$ cat config.mk
export PLATFORM = sky130hd
export DESIGN_NAME = distributor
export DESIGN_NICKNAME = d
export VERILOG_FILES = /design/src/rtl/distributor_pkg.sv /design/src/rtl/distributor.sv
export SDC_FILE = /design/constraint.sdc
export NUM_CORES = 1
export LEC_CHECK = 0
export CORE_AREA = 2 2 44 86
export CTS_BUF_LIST = sky130_fd_sc_hd__clkbuf_8
export CTS_CLUSTER_SIZE = 14
export DETAILED_ROUTE_END_ITERATION = 10
export DIE_AREA = 0 0 46 88
export PLACE_DENSITY = 0.8
export SYNTH_ARGS = -nofsm -noshare
export SYNTH_HDL_FRONTEND = slang
export SYNTH_SLANG_ARGS = --single-unit
$ cat constraint.sdc
create_clock -name clk -period 2.03 [get_ports clk]
set_clock_uncertainty 0.1 [all_clocks]
set_input_delay 0.406 -clock clk [delete_from_list [all_inputs] [get_ports clk]]
set_output_delay 0.406 -clock clk [all_outputs]
set_load 0.05 [all_outputs]
$ cat src/rtl/distributor_pkg.sv
// Shared definitions for the packet distributor: FSM states and header field positions.
package distributor_pkg;

    typedef enum logic [1:0] {
        HDR_RX = 2'd0,
        HDR_TX = 2'd1,
        PAY_RX = 2'd2,
        PAY_TX = 2'd3
    } state_t;

    // Payload length field inside the header word.
    localparam int LEN_LSB = 0;
    localparam int LEN_MSB = 7;

    // Destination select lives in the top bit of the header (DEST_BIT = WIDTH-1).
    function automatic int dest_bit(input int width);
        return width - 1;
    endfunction

endpackage

$ cat src/rtl/distributor.sv
// Packet distributor: routes a header word and its N payload words to one of two
// output ports, chosen by the header's top bit. One word is buffered at a time.
module distributor
    import distributor_pkg::*;
#(
    parameter int WIDTH = 16
) (
    input  logic             clk,
    input  logic             rst,
    input  logic [WIDTH-1:0] input_a,
    input  logic             input_a_stb,
    output logic             input_a_ack,
    output logic [WIDTH-1:0] output_z,
    output logic             output_z_stb,
    input  logic             output_z_ack,
    output logic [WIDTH-1:0] output_y,
    output logic             output_y_stb,
    input  logic             output_y_ack
);

    localparam int DEST_BIT = dest_bit(WIDTH);

    state_t           state;
    logic [7:0]       remaining;
    logic             dest;
    logic [WIDTH-1:0] hold;

    logic rx_state;
    logic tx_state;
    logic sel_ack;
    logic in_xfer;
    logic out_xfer;

    // Handshake decode; everything visible at the ports comes from registered state,
    // masked by rst so the outputs read zero for the whole reset interval.
    always_comb begin
        rx_state = (state == HDR_RX) || (state == PAY_RX);
        tx_state = (state == HDR_TX) || (state == PAY_TX);
        sel_ack  = dest ? output_y_ack : output_z_ack;
        in_xfer  = input_a_stb && input_a_ack;
        out_xfer = tx_state && sel_ack && !rst;
    end

    // Port drive: data goes to both ports, strobe only to the latched destination.
    always_comb begin
        input_a_ack  = !rst && rx_state;
        output_z_stb = !rst && tx_state && !dest;
        output_y_stb = !rst && tx_state && dest;
        output_z     = rst ? '0 : hold;
        output_y     = rst ? '0 : hold;
    end

    // Packet FSM: alternate receive/transmit per word, counting payload words down.
    always_ff @(posedge clk) begin
        if (rst) begin
            state     <= HDR_RX;
            remaining <= 8'd0;
            dest      <= 1'b0;
            hold      <= '0;
        end else begin
            case (state)
                HDR_RX: if (in_xfer) begin
                    hold      <= input_a;
                    dest      <= input_a[DEST_BIT];
                    remaining <= input_a[LEN_MSB:LEN_LSB];
                    state     <= HDR_TX;
                end
                PAY_RX: if (in_xfer) begin
                    hold      <= input_a;
                    remaining <= remaining - 8'd1;
                    state     <= PAY_TX;
                end
                HDR_TX, PAY_TX: if (out_xfer) begin
                    state <= (remaining != 8'd0) ? PAY_RX : HDR_RX;
                end
                default: state <= HDR_RX;
            endcase
        end
    end

endmodule

# [After elaboration in Yosys (flattened, before gate mapping)]
# Cells that the tools add are included.
[totals] reg_bits=27 out_inout_bits=35
[classes] n_addsub=1 eq_ne=6 muxes=10 reduce_logical=20
[op_table] op="two-way mux 16 bit" count=1
[op_table] op="two-way mux 8 bit" count=2
[op_table] op="case mux 8 bit (2 select lines)" count=1
[op_table] op="two-way mux 2 bit" count=4
[op_table] op="nonzero test 8 bit" count=1
[op_table] op="subtractor 8 x 1 -> 8 bit (second input constant)" count=1
[op_table] op="logical AND 1 bit" count=7
[op_table] op="inequality test 2 bit (second input constant)" count=3
[op_table] op="case mux 2 bit (3 select lines)" count=1
[op_table] op="AND reduction 3 bit" count=2
[op_table] op="== test 2 bit (second input constant)" count=2
[op_table] op="AND reduction 2 bit" count=2
[op_table] op="OR reduction 2 bit" count=2
[op_table] op="== test 2 x 1 -> 1 bit (second input constant)" count=1
[op_table] op="zero test 1 bit" count=2
[op_table] op="zero test 2 bit" count=1
[op_table] op="logical OR 1 bit" count=2
[op_table] op="nonzero test 2 bit" count=1
[op_table] op="two-way mux 1 bit" count=1

# [Depth between registers and ports, before layout]
# Gate-level depths: netlist of the first run.
[depth] depth_word=6 ltp_mapped=5 depth_no_buf=5

# [Worst setup path before layout of the first run]
# Ideal clock, no wire load.
[synth_path] path_type="in2out" start="input rst" end="output output_z_stb" t_arrival_ns=1.774 required_ns=1.524 setup_slack_ns=-0.250 stages=3 path_cell_list="buf_2 buf_2 nor3_1"
[synth_between] elab_chain_cells=3
[synth_rtl] element="start: declaration" line_no="distributor.sv:9" rtl="input logic rst,"
[synth_rtl] element="zero test 1 bit" line_no="distributor.sv:47" rtl="output_z_stb = !rst && tx_state && !dest;"
[synth_rtl] element="logical AND 1 bit (2 in a row)" line_no="distributor.sv:47"
[synth_rtl] element="end: declaration" line_no="distributor.sv:14" rtl="output logic output_z_stb,"
# No other way between the ends.

# [Final worst setup path of the first run]
[layout_path] start="input rst" end="output output_z[5]"
[layout_between] elab_chain_cells=1
[layout_rtl] element="two-way mux 16 bit" line_no="distributor.sv:49" rtl="output_z = rst ? '0 : hold;"
[layout_rtl] element="end: declaration" line_no="distributor.sv:13" rtl="output logic [WIDTH-1:0] output_z,"
# No other way between the ends.

==> impl_metrics.ini, run 1 <==
[floorplanning]
dieHeight_um = 88
num_rows = 30
die_w_um = 46
initial_core_util = 0.429
io_pins = 56
fp.dieArea_mm2 = 0.00405
coreArea_mm2 = 0.00338

[timing]
hold_viol = 0
holdWs_ps = 411
layout_min_cycle_time_ps = 1910
finalCritPeriodShare = 0.941
setup_viol = 0
rsz0062_at_grt = false
tightest_slew_ps = 487
fmax_ghz = 0.523
drv_slew = 0
slew_headroom = 0.675

[layout]
n_antenna_cell = 0
fillers = 238
ff_latch_area_um2 = 542
final_area_mm2 = 0.00246
multi_input_comb_area_um2 = 752
nets = 229
drive_gt1_frac = 0.424
syn_to_final_growth_pct = 69.7

[power_and_ir_drop]
power_frac_clock = 0.216
internal-power_w = 0.000983
combPwrFrac = 0.363
power.total_w = 0.00146
cellLeakagePower_nw = 0.992
power.density_mw_per_mm2 = 592
peakVddDrop_uv = 439
pwr-share-seq = 0.420
power.switching_w = 0.000473
p_sw_frac = 0.325

[detailed_routing]
drtAntennaViolNets = 0
drt-total-wl_mm = 3.98
drc = 0
vias = 1350
drt_iter0_markers = 51
drt_pass1_iterations = 4
avgRoutedWirePerCell_um = 16.8
avgViaCountPerCell = 5.70

[placed_design]
gp_congestion = 0.765
port_buffers = 55
dpl.hpwl_mm = 3.05
place_area_mm2 = 0.00237

[cts]
clk_pin_slew_worst_paths_ps = 90
cts_hold_buf = 0
cts_tree = yes
htreeDepth = 1
cts_buffers = 3
clock_sinks = 27
cts_root_buf = clkbuf_8
clockBufferDepth = 2
post-cts-setup-buffers = 0
insertion_delay_ps = 280

[logic_synthesis]
synth_fa_ha_area_frac = 0.0173
avgSynthCellArea_um2 = 9.52
synthMuxAreaShare = 0.131
synth_top_family_by_area = simple AND/OR/NAND/NOR gates
synth_common_cells = 27 x dfxtp_1, 18 x nor2b_1, 16 x buf_4, 16 x mux2_2, 9 x a21oi_1
yosysTopAreaCell = dfxtp_1
syn_area_mm2 = 0.00145
synth-simple-area-share = 0.233
synthXorXnorAreaFrac = 0.0121
synth-seq-area-share = 0.373
synth-main-ff-cell = dfxtp_1
synth_edf_count = 0
yosysWarnings = 0
yosysUniqueCellTypes = 39
synth_area_leaders = dfxtp_1 37%, mux2_2 12%, buf_4 8.3%
synth_compound_area_frac = 0.108
yosysMostFrequentCell = dfxtp_1
ys_ff_latch = 27
ys_async_sr_fraction = 0
synth_top_cell_area_share = 0.373
synthCells = 152
synth_fp_nets = 175

[setup_path]
r2r_end = remaining[3]
reg2reg_depth = 3
start_kind = input pin
crit_path_end = output_z[5]
rrSetupSlack_ps = 480
setup.worst_path.end_class = output pin
arrival_ps = 1410
critPathKind = in -> out
cp_max_fo = 8
cp.required_ps = 1520
critPathLaunch = rst

[grt]
overflow = 0
grt_pass1_wl_mm = 6.25
track_usage = 0.214
grt_max_degree = 17
grt_pass1_vias = 1379
antenna_found_initial = 0

[worst_hold_path]
hp-class = reg -> reg

[run]
drv_cap = 0

[status]
status = completed
## kinds of logic after synthesis
| logic type | count (synthesis) |
|---|---|
| xor gates and xnor gates | 2 |
| muxes | 17 |
| buffers and inverters | 29 |
| AOI/OAI and AO/OA | 24 |
| adders and majority gates | 2 |
| and+or+nand+nor | 51 |
| DFF | 27 |
## state kept, by name, indices dropped and copies added, names as in the netlist, named ones only
| signal | count |
|---|---|
| remaining | 8 |
| state | 1 |
| hold | 16 |
| dest | 1 |
## cell usage in the layout (no fill, tap or decap), types with 6 or more instances in the layout
cell and instances:
a21oi_1 9, dfxtp_1 26, nor2b_1 10, mux2_2 16, nor2_1 6, clkdlybuf4s50_1 19, buf_12 35, inv_1 6
buf_4 16, nor2b_2 8
## how the worst min path moves through the flow
| stage | startpoint | endpoint | slack [ps] | cells after the start |
|---|---|---|---|---|
| finish | remaining[1] | remaining[1] | 410 | 2 |
| global route | remaining[1] | remaining[1] | 450 | 2 |
| CTS | remaining[1] | remaining[1] | 410 | 2 |
| detailed placement | remaining[1] | remaining[1] | 400 | 2 |
| global placement | remaining[1] | remaining[1] | 400 | 2 |
| floorplan | remaining[1] | remaining[1] | 370 | 2 |
## layer usage
metal | GRT usage | vias to the layer above | wire, µm | share of wire
met5 | 0 | - | 0 | 0
met4 | 0.122 | 0 | 160 | 0.040
met3 | 0.0227 | 17 | 241 | 0.061
met2 | 0.395 | 73 | 2370 | 0.59
met1 | 0.215 | 634 | 1210 | 0.30
li1 | - | 626 | - | -
## worst max-delay path, stage by stage
cell           delay [ps]
dlygate4sd2_1         270
bufbuf_16             290
nor2b_1               130
buf_4                 170
buf_12                140
## timing repair
action	CTS	global route
resized for setup	3	1
cloned	1	0
endpoints found under the setup margin	15	1
endpoints found under the hold margin	0	0
## final cells by class
cell class,count,share of cell area
Clock buffer,3,0.0168
Clock inverter,1,0.00305
Inverter,6,0.00916
Multi-Input combinational cell,96,0.306
Sequential cell,27,0.220
Tap cell,32,0.0163
Timing Repair Buffer,72,0.428
## power groups by stage
stage	combinational [W]	clock (W)	sequential (W)
4_1_cts	0.000531	0.000318	0.000611
3_3_place_gp	0.000509	0	0.000621
5_1_grt	0.000556	0.000343	0.000618
3_5_place_dp	0.000520	0	0.000622
6_report	0.000529	0.000315	0.000612
2_1_floorplan	0.000298	0	0.000608
## per-stage QoR
step / util / std cells / setup TNS, ps / worst slack [ps]
5_1_grt: 0.727 / 237 / 0 / 60.7
2_1_floorplan: - / 152 / -1770 / -177
4_1_cts: 0.727 / 237 / 0 / 26.6
3_5_place_dp: 0.702 / 232 / -865 / -77.5
6_report: 0.727 / 237 / 0 / 119
3_3_place_gp: 0.702 / 232 / -727 / -65.6
No activity file was read; power rests on OpenSTA's default activity.
==> run 2, diff against run 1 <==
--- a/config.mk
+++ b/config.mk
@@ -5,12 +5,14 @@
 export SDC_FILE = /design/constraint.sdc
 export NUM_CORES = 1
 export LEC_CHECK = 0
-export CORE_AREA = 2 2 44 86
+export CELL_PAD_IN_SITES_DETAIL_PLACEMENT = 0
+export CELL_PAD_IN_SITES_GLOBAL_PLACEMENT = 1
+export CORE_AREA = 2 2 50 99
 export CTS_BUF_LIST = sky130_fd_sc_hd__clkbuf_8
 export CTS_CLUSTER_SIZE = 14
 export DETAILED_ROUTE_END_ITERATION = 10
-export DIE_AREA = 0 0 46 88
-export PLACE_DENSITY = 0.8
+export DIE_AREA = 0 0 52 101
+export PLACE_DENSITY = 0.82
 export SYNTH_ARGS = -nofsm -noshare
 export SYNTH_HDL_FRONTEND = slang
 export SYNTH_SLANG_ARGS = --single-unit
==> run 2 against run 1 <==
Effect of this change: sequential power about the same; register-to-register slack better by 20 ps; critical path depth unchanged; highest routed layer unchanged; combinational power about the same; worst hold slack better by 3.2 ps; total power down 0.61%; first-iteration DRC count down 67%.
==> impl_metrics.ini, run 2 (synthesis gave the netlist of run 1 again) <==
[cts]
cts_root_buf = clkbuf_8
insertion_delay_ps = 270
htreeDepth = 1
clockBufferDepth = 2
cts_tree = yes
clock_sinks = 27
clk_pin_slew_worst_paths_ps = 90
cts_hold_buf = 0
cts_buffers = 3

[grt]
gr-usage-met2 = 0.270
track_usage = 0.149
use_met1 = 0.177
antenna_found_initial = 0
top_usage_layer = met2
grt_pass1_wl_mm = 6.22
grt_use_met3 = 0.0237
grt_max_degree = 19
grt_pass1_vias = 1390
overflow = 0

[worst_hold_path]
hp-class = reg -> reg

[floorplanning]
coreArea_mm2 = 0.00451
num_rows = 35
initial_core_util = 0.321
fp.dieArea_mm2 = 0.00525
dieHeight_um = 101
die_w_um = 52
io_pins = 56

[placed_design]
gp_congestion = 0.872
dpl.hpwl_mm = 2.96
port_buffers = 55

[setup_path]
arrival_ps = 1360
cp_max_fo = 6
critPathKind = in -> out
start_kind = input pin
cp.required_ps = 1520
setup.worst_path.end_class = output pin

[power_and_ir_drop]
peakVddDrop_uv = 473
cellLeakagePower_nw = 1.01
power.density_mw_per_mm2 = 574

[layout]
fillers = 406
drive_gt1_frac = 0.442
n_antenna_cell = 0
nets = 232
final_common_cell = buf_12
largest-register = hold
final_cell_mix = 36 x buf_12, 26 x dfxtp_1, 19 x clkdlybuf4s50_1
largest_reg_flops = 16
syn_to_final_growth_pct = 74.2
largestRegisters = hold (16), remaining (8)

[detailed_routing]
avgRoutedWirePerCell_um = 14.1
drt_iter0_markers = 17
drt-total-wl_mm = 3.72
avgViaCountPerCell = 4.86
drtAntennaViolNets = 0
drc = 0
vias = 1279
drt_pass1_iterations = 4

[timing]
slew_headroom = 0.672
holdWs_ps = 415
drv_slew = 0
tns_ps = 0
hold_viol = 0
fmax_ghz = 0.536
finalCritPeriodShare = 0.920
tightest_slew_ps = 491
layout_min_cycle_time_ps = 1870
rsz0062_at_grt = false
setup_viol = 0

[status]
status = completed

[run]
drv_cap = 0
[run 2: changes by cell type in the layout (fill, tap and decap cells not counted), sizes merged]
cell | before | now
buf | 51 | 55
bufbuf | 1 | 0
clkinvlp | 1 | 0
inv | 6 | 7
[run 2: layer usage]
| layer | up-vias | part of all wire |
|---|---|---|
| li1 | 626 | - |
| met1 | 609 | 0.39 |
| met2 | 42 | 0.55 |
| met3 | 2 | 0.053 |
| met4 | 0 | 0.010 |
| met5 | - | 0 |
[run 2: worst max-delay path, stage by stage]
cell and delay (ps):
dlygate4sd2_1 250, buf_6 140, buf_12 130, nor2b_2 250, buf_12 180
[run 2: cell type report]
| cell class | count | area, µm² | share of cell area |
|---|---|---|---|
| clock inverter | 1 | 3.75 | 0.00149 |
| clock buffer | 3 | 41.3 | 0.0164 |
| sequential | 27 | 542 | 0.215 |
| timing repair buffer | 75 | 1070 | 0.426 |
| multi-input combinational | 96 | 769 | 0.305 |
| inverter | 6 | 22.5 | 0.00893 |
| tap | 55 | 68.8 | 0.0273 |
[run 2: path summary, 6_finish.rpt]
kind,from,endpoint,slack (ps),cells after the start
setup / recovery,rst,output_y[10],160,5
hold reg to reg,remaining[1],remaining[1],410,2
setup reg to reg,remaining[0],remaining[6],500,4
hold / removal,remaining[1],remaining[1],410,2
[run 2: power breakdown]
group          internal, W  switching [W]  leakage (nW)
Combinational     0.000276       0.000255         0.756
Sequential        0.000573      0.0000403         0.223
Clock             0.000136       0.000168        0.0269
Total             0.000985       0.000462          1.01
[run 2: what timing repair did]
action,CTS,global route
setup buffers,0,0
endpoints found under the setup margin,27,0
resized for setup,12,0
[run 2: stage by stage]
stage	power [W]	setup WS, ps	area, µm²	std cells	util
final	0.00145	163	2520	263	0.559
after global routing	0.00151	107	2520	263	0.559
after CTS	0.00146	155	2520	263	0.559
after detailed placement	0.00115	-65.0	2440	259	0.541
after global placement	0.00114	-39.6	2440	259	0.541
after floorplan	0.000906	-177	1470	152	-
